**src/rtl/bcd_to_bin_seq.sv**
```systemverilog
`default_nettype none
// ============================================================================
// Module      : bcd_to_bin_seq
// Description : Sequential BCD-to-binary converter (reverse double-dabble).
//               Takes a packed N_DIG-digit BCD value on a start strobe and
//               returns its binary equivalent after 4*N_DIG shift cycles.
//               Inputs containing a non-decimal digit are flagged with o_err.
// Revision    : 1.0 - initial release
// ============================================================================
module bcd_to_bin_seq #(
  parameter int N_DIG = 2,
  parameter int BIN_W = 7,
  parameter int CNT_W = 3
) (
  input  logic               clk,
  input  logic               rst,
  input  logic               i_start,
  input  logic [4*N_DIG-1:0] i_bcd,
  output logic               o_busy,
  output logic               o_done,
  output logic [BIN_W-1:0]   o_bin,
  output logic               o_err
);

  localparam int             C_W    = 4 * N_DIG;
  localparam logic [CNT_W-1:0] C_LAST = CNT_W'(C_W - 1);

  typedef enum logic [1:0] {
    S_IDLE  = 2'd0,
    S_SHIFT = 2'd1,
    S_DONE  = 2'd2
  } state_t;

  state_t             state_q, state_d;
  logic [C_W-1:0]     d_q, d_d;
  logic [C_W-1:0]     b_q, b_d;
  logic [CNT_W-1:0]   cnt_q, cnt_d;
  logic [BIN_W-1:0]   bin_q, bin_d;
  logic               err_q, err_d;

  logic [C_W-1:0]     w_d_shift;
  logic [C_W-1:0]     w_d_corr;
  logic [C_W-1:0]     w_b_shift;
  logic [N_DIG-1:0]   w_dig_bad;
  logic               w_any_bad;

  // One bit moves from the bottom of D into the top of B per shift.
  assign w_d_shift = {1'b0, d_q[C_W-1:1]};
  assign w_b_shift = {d_q[0], b_q[C_W-1:1]};

  // Per-digit correction of the shifted D and validity check of the input.
  for (genvar gi = 0; gi < N_DIG; gi++) begin : g_dig
    logic [3:0] w_dig;
    assign w_dig                  = w_d_shift[4*gi +: 4];
    assign w_d_corr[4*gi +: 4]    = (w_dig >= 4'd8) ? (w_dig - 4'd3) : w_dig;
    assign w_dig_bad[gi]          = (i_bcd[4*gi +: 4] > 4'd9);
  end

  assign w_any_bad = |w_dig_bad;

  // Next-state and datapath update for the IDLE/SHIFT/DONE sequencer.
  always_comb begin
    state_d = state_q;
    d_d     = d_q;
    b_d     = b_q;
    cnt_d   = cnt_q;
    bin_d   = bin_q;
    err_d   = err_q;
    case (state_q)
      S_IDLE: begin
        if (i_start) begin
          if (w_any_bad) begin
            // Bad digit: report immediately, skip the shift phase.
            bin_d   = '0;
            err_d   = 1'b1;
            state_d = S_DONE;
          end else begin
            d_d     = i_bcd;
            b_d     = '0;
            cnt_d   = '0;
            state_d = S_SHIFT;
          end
        end
      end
      S_SHIFT: begin
        d_d   = w_d_corr;
        b_d   = w_b_shift;
        cnt_d = cnt_q + CNT_W'(1);
        if (cnt_q == C_LAST) begin
          // Last shift: the post-shift B holds the full binary value.
          bin_d   = w_b_shift[BIN_W-1:0];
          err_d   = 1'b0;
          state_d = S_DONE;
        end
      end
      S_DONE: begin
        state_d = S_IDLE;
      end
      default: begin
        state_d = S_IDLE;
      end
    endcase
  end

  // State and datapath registers with asynchronous clear.
  always_ff @(posedge clk or posedge rst) begin
    if (rst) begin
      state_q <= S_IDLE;
      d_q     <= '0;
      b_q     <= '0;
      cnt_q   <= '0;
      bin_q   <= '0;
      err_q   <= 1'b0;
    end else begin
      state_q <= state_d;
      d_q     <= d_d;
      b_q     <= b_d;
      cnt_q   <= cnt_d;
      bin_q   <= bin_d;
      err_q   <= err_d;
    end
  end

  assign o_busy = (state_q == S_SHIFT);
  assign o_done = (state_q == S_DONE);
  assign o_bin  = bin_q;
  assign o_err  = err_q;

endmodule
`default_nettype wire

```
**config.mk**
```make
export PLATFORM = sky130hd
export DESIGN_NAME = bcd_to_bin_seq
export DESIGN_NICKNAME = d
export VERILOG_FILES = /design/src/rtl/bcd_to_bin_seq.sv
export SDC_FILE = /design/constraint.sdc
export NUM_CORES = 1
export LEC_CHECK = 0
export ABC_AREA = 1
export BUFFER_PORTS_ARGS = -buffer_cell sky130_fd_sc_hd__buf_4
export CAP_MARGIN = 20
export CORE_ASPECT_RATIO = 1.1
export CORE_MARGIN = 3
export CORE_UTILIZATION = 57
export CTS_CLUSTER_DIAMETER = 60
export DETAILED_ROUTE_END_ITERATION = 10
export PLACE_DENSITY = 0.84
export RECOVER_POWER = 100
export SYNTH_ARGS = -nofsm -noshare
export SYNTH_HDL_FRONTEND = slang
export SYNTH_SLANG_ARGS = --single-unit
```
**constraint.sdc**
```tcl
create_clock -name clk -period 2.6 [get_ports clk]
set_clock_uncertainty 0.05 [all_clocks]
set_input_delay 0.52 -clock clk [delete_from_list [all_inputs] [get_ports clk]]
set_output_delay 0.52 -clock clk [all_outputs]
set_load 0.005 [all_outputs]
```
======== Word level (Yosys, flattened, before mapping) ========
Index checks and enable logic that the tools add are counted.
Widths: inputs -> output; s select.
operators by class
  eq/ne operators ......................... 7
  $lt $le $gt $ge ......................... 4
  add/sub/neg operators ................... 3
  reductions and logical operators ........ 6
  mux-type cells .......................... 23
operators by type and width
  cell                 number
  $mux 8               4
  $pmux 8 s2           2
  $mux 7               3
  $pmux 7 s2           1
  $gt 4x4->1 const B   2
  $mux 4               2
  $mux 2               3
  $mux 3               2
  $ne 2x2->1 const B   3
  $pmux 3 s2           1
  $ge 3x4->1 const B   1
  $ge 4x4->1 const B   1
  $pmux 2 s2           1
  $reduce_and 4->1     1
  $sub 3x2->4 const B  1
  $sub 4x2->4 const B  1
  $add 3x1->3 const B  1
  $eq 3x3->1 const B   1
  $mux 1               3
  $reduce_and 3->1     1
  $eq 2x1->1 const B   1
  $eq 2x2->1 const B   1
  $logic_not 2->1      1
  $ne 2x1->1 const B   1
  other kinds (4)      4
storage, ports and cells
  register bits after elaboration ......... 29
  bits of input ports ..................... 11
  output and inout bits ................... 10

======== Longest topological paths before layout ========
  depth in word-level cells ............... 5
  depth in mapped cells ................... 8
  mapped depth without buffers ............ 8

======== Worst setup path after synthesis ========
OpenSTA, ideal clock, no wires.
  kind .................................... register to output
  from .................................... register state_q[1]
  to ...................................... output port o_busy
  cell stages (with the launch flop) ...... 4
  arrival time ............................ 892 ps
  required time ........................... 2030 ps
  setup slack ............................. 1138 ps
  path through ............................ dfrtp_1 > nor2_2 > buf_6 > buf_4
on the way
  longest elaborated chain between the ends .. 1
ends and longest elaborated chain
  element                 line  source
  start, declared         34    state_t state_q, state_d;
  start signal, assigned  115   state_q <= state_d;
  $eq 2x1->1              124   assign o_busy = (state_q == S_SHIFT);
  end, declared           19    output logic o_busy,
No other way between the ends.

======== Worst setup path in the final report ========
Same ends and word-level chain as after synthesis.

==> summary.md <==
| Metric | Value |
|---|---|
| # fillers | `~190` |
| CP Class | `reg2out` |
| GPL Wtd Cong | `a little under 0.9` |
| Mapped cell area | `about 1400 um2` |
| CTS clk-pin slew, worst paths | `0.15 ns` |
| Hold Buf Count CTS | `0` |
| # clock sinks | `28` |
| Critical path startpoint category | `flop` |
| Top-level I/O count | `21` |
| Hold Fails Final Rpt | `0` |
| FF+latch count, synth | `28` |
| Top cells by area, synth | `dfrtp_1 (50%), nand2_1 (23%), nand3_1 (6.8%)` |
| HP Start | `d_q[6]$_DFFE_PP0P_` |
| Post-detail-place hpwl | `about 2100 um` |
| Worst vdd ir | `~0.75 mV` |
| LEAKAGE | `0.932 nW` |
| Post-synth EDFFs | `0` |
| CTS H-tree depth | `1` |
| Die H | `roughly 58 um` |
| Post-Synthesis Cells | `around 170` |
| Worst hold path class | `reg2reg` |
| Area taken by multi-input logic gates | `between 500 and 600 um2` |
| Design area | `approximately 1600 um2` |
| Worst Setup End Kind | `output port` |
| Total negative setup slack | `0 ns` |
| Crit path required time | `2.03 ns` |
| YS warnings | `0` |
| TritonCTS clock tree | `done` |
| ANT nets after route | `0` |
| Period utilisation layout | `a little over four fifths` |
| Pre-antenna DRT Iters | `4` |
| Wire length per cell | `12.8 um` |
| Crit Path Max Fanout | `10` |
| Setup Buffers After CTS | `0` |
| Ys async rst share | `between 90% and 100%` |
| Post-Route WL | `2870 um` |
| Largest net degree at the start of global routing | `29` |
| Slew HR | `under 10%` |
| Commonest cells post-synth | `nand2_1 (86), dfrtp_1 (28), nand3_1 (19)` |
| Placed cell count | `220` |
| Num CTS Buffers | `3` |
| Initial antenna violation count | `0` |
| Num rows | `18` |
| PwrDens | `1110 nW/um2` |
| Fin cells | `224` |
| Iteration-0 DRC Markers | `45` |
| Syn_area_per_cell | `~8.2 um2` |
| Final setup fails | `0` |
| Grt ovf | `0` |
| MaxCap Viol Count | `0` |
| Longest Clk Path Bufs | `2` |
| Unrepaired setup endpoints after global routing | `false` |
| Vias per inst | `roughly 5.2` |
| Fin util | `between 60 and 70%` |
| Max Transition Viols Final | `0` |
| Dominant cell type by area after synthesis | `dfrtp_1` |
| DR vias | `about 1,200` |
| Outcome | `completed` |
| Post-synthesis sequential area ratio | `49.9%` |
| CP max stage cell | `nor2_1` |
| Initial cell density of the core | `roughly three fifths` |
| Yosys top cell area share | `approximately half` |
| Area grow syn2layout | `13.8%` |
| Crit path buf inv count | `1` |
| Critical R2R Launch | `state_q[1]$_DFFE_PP0P_` |
| Cell with the most instances after synthesis | `nand2_1` |
| Register area | `701 um2` |
| Minimum clock period | `about 2.2 ns` |
| Post_cts resized | `0` |
| Port bufs | `20` |
| Share of cells above drive strength 1 | `18.6%` |
| FMAX | `0.456 GHz` |
| Top Family by Delay on Critical Path | `simple AND/OR/NAND/NOR gates` |
| Synth cell types | `21` |
| DRC Markers | `0` |
| GRT Util Overall | `about a fifth` |
| Die width | `53.3 um` |
| PnR Total Power | `between 1.5 and 2 mW` |
| Tightest Pin Transition | `1.43 ns` |
| Clock Latency Late Sink | `between 0.3 and 0.4 ns` |
| Final Net Count | `between 200 and 250` |
| Core ar. | `2300 um2` |
| Crit path from | `state_q[1]$_DFFE_PP0P_` |
| Crit-path cells | `nor2_1 > buf_4` |
| Clock root buffer | `clkbuf_4` |
| CP peak stage delay | `approximately 0.60 ns` |
| Most used DFF post-synth | `dfrtp_1` |
| Vias in the first global route | `around 1,100` |
| First-pass GRT wire length | `about 4600 um` |
| Die Area | `3090 um2` |
| Synth Net Count | `187` |
| CP Data Arrival Time | `between 1.5 and 2 ns` |
| Cell area after placement | `1570 um2` |
| # diodes | `0` |
-- tightest hold or removal path: cells and delay by family (launching register included) --
family | cells | cell delay, ns
flip-flops | 1 | 0.37
AND/OR/NAND/NOR | 2 | 0.10
-- routing by layer --
layer	wire length [um]	vias to the layer above	global-route usage (%)	part of all wire (%)
li1	-	573	-	-
met1	1200	560	26.1	42
met2	1510	27	32.7	53
met3	125	5	4.63	4.4
met4	32	0	4.74	1.1
met5	0	-	0	0
-- final cells by class --
cell class	count	area share [%]
Sequential cell	28	43.9
Clock buffer	3	1.41
Clock inverter	1	1.88
Inverter	13	3.05
Multi-Input combinational cell	127	37.4
Timing Repair Buffer	22	10.1
Tap cell	30	2.35
-- flip-flops by register name, summed over array words and instances (netlist names) --
register  count
b_q           7
cnt_q         3
d_q           8
o_bin         7
o_err         1
state_q       2
-- cell families (layout without fill, tap and decap cells) --
logic type	after synthesis	after routing	share of synthesized area, %
AO/OA/AOI/OAI	5	5	3.12
adder cells (fa/ha/maj)	4	4	3.57
buffers and inverters	17	39	5.97
flip-flops	28	28	49.9
AND/OR/NAND/NOR	118	118	37.4
-- power by group --
group          total, mW  leakage, nW  switching, mW  internal [mW]
sequential         0.744        0.362          0.140          0.603
combinational      0.754        0.542          0.470          0.284
clock              0.283       0.0279          0.127          0.156
-- placed cells by master, fill, tap and decap left out, drive strengths merged --
cell type,Yosys,final
a21oi,2,2
buf,3,11
bufinv,0,1
clkbuf,1,14
dfrtp,28,28
ha,4,4
inv,13,13
nand2,92,92
nand3,20,20
nand3b,1,1
nor2,3,3
nor3,1,1
o21ai,3,3
or2,1,1
-- metrics by stage --
step	hold slack, ns	worst slack, ns
3_5_place_dp	0.417	0.947
4_1_cts	0.189	0.577
2_1_floorplan	0.392	1.14
3_3_place_gp	0.408	0.993
5_1_grt	0.476	0.286
6_report	0.448	0.407
-- worst paths after layout --
kind	endpoint	slack (ns)	cells after the start
worst max register to register	o_bin[5]$_DFFE_PP0P_	0.54	6
max in group asynchronous	d_q[6]$_DFFE_PP0P_	1.06	3
worst max-delay path	o_busy	0.41	2
worst min-delay path	d_q[6]$_DFFE_PP0P_	0.45	2
worst min register to register	d_q[6]$_DFFE_PP0P_	0.45	2
min in group asynchronous	b_q[4]$_DFFE_PP0P_	0.60	3
Note: power is estimated with default switching activity, not from simulation.
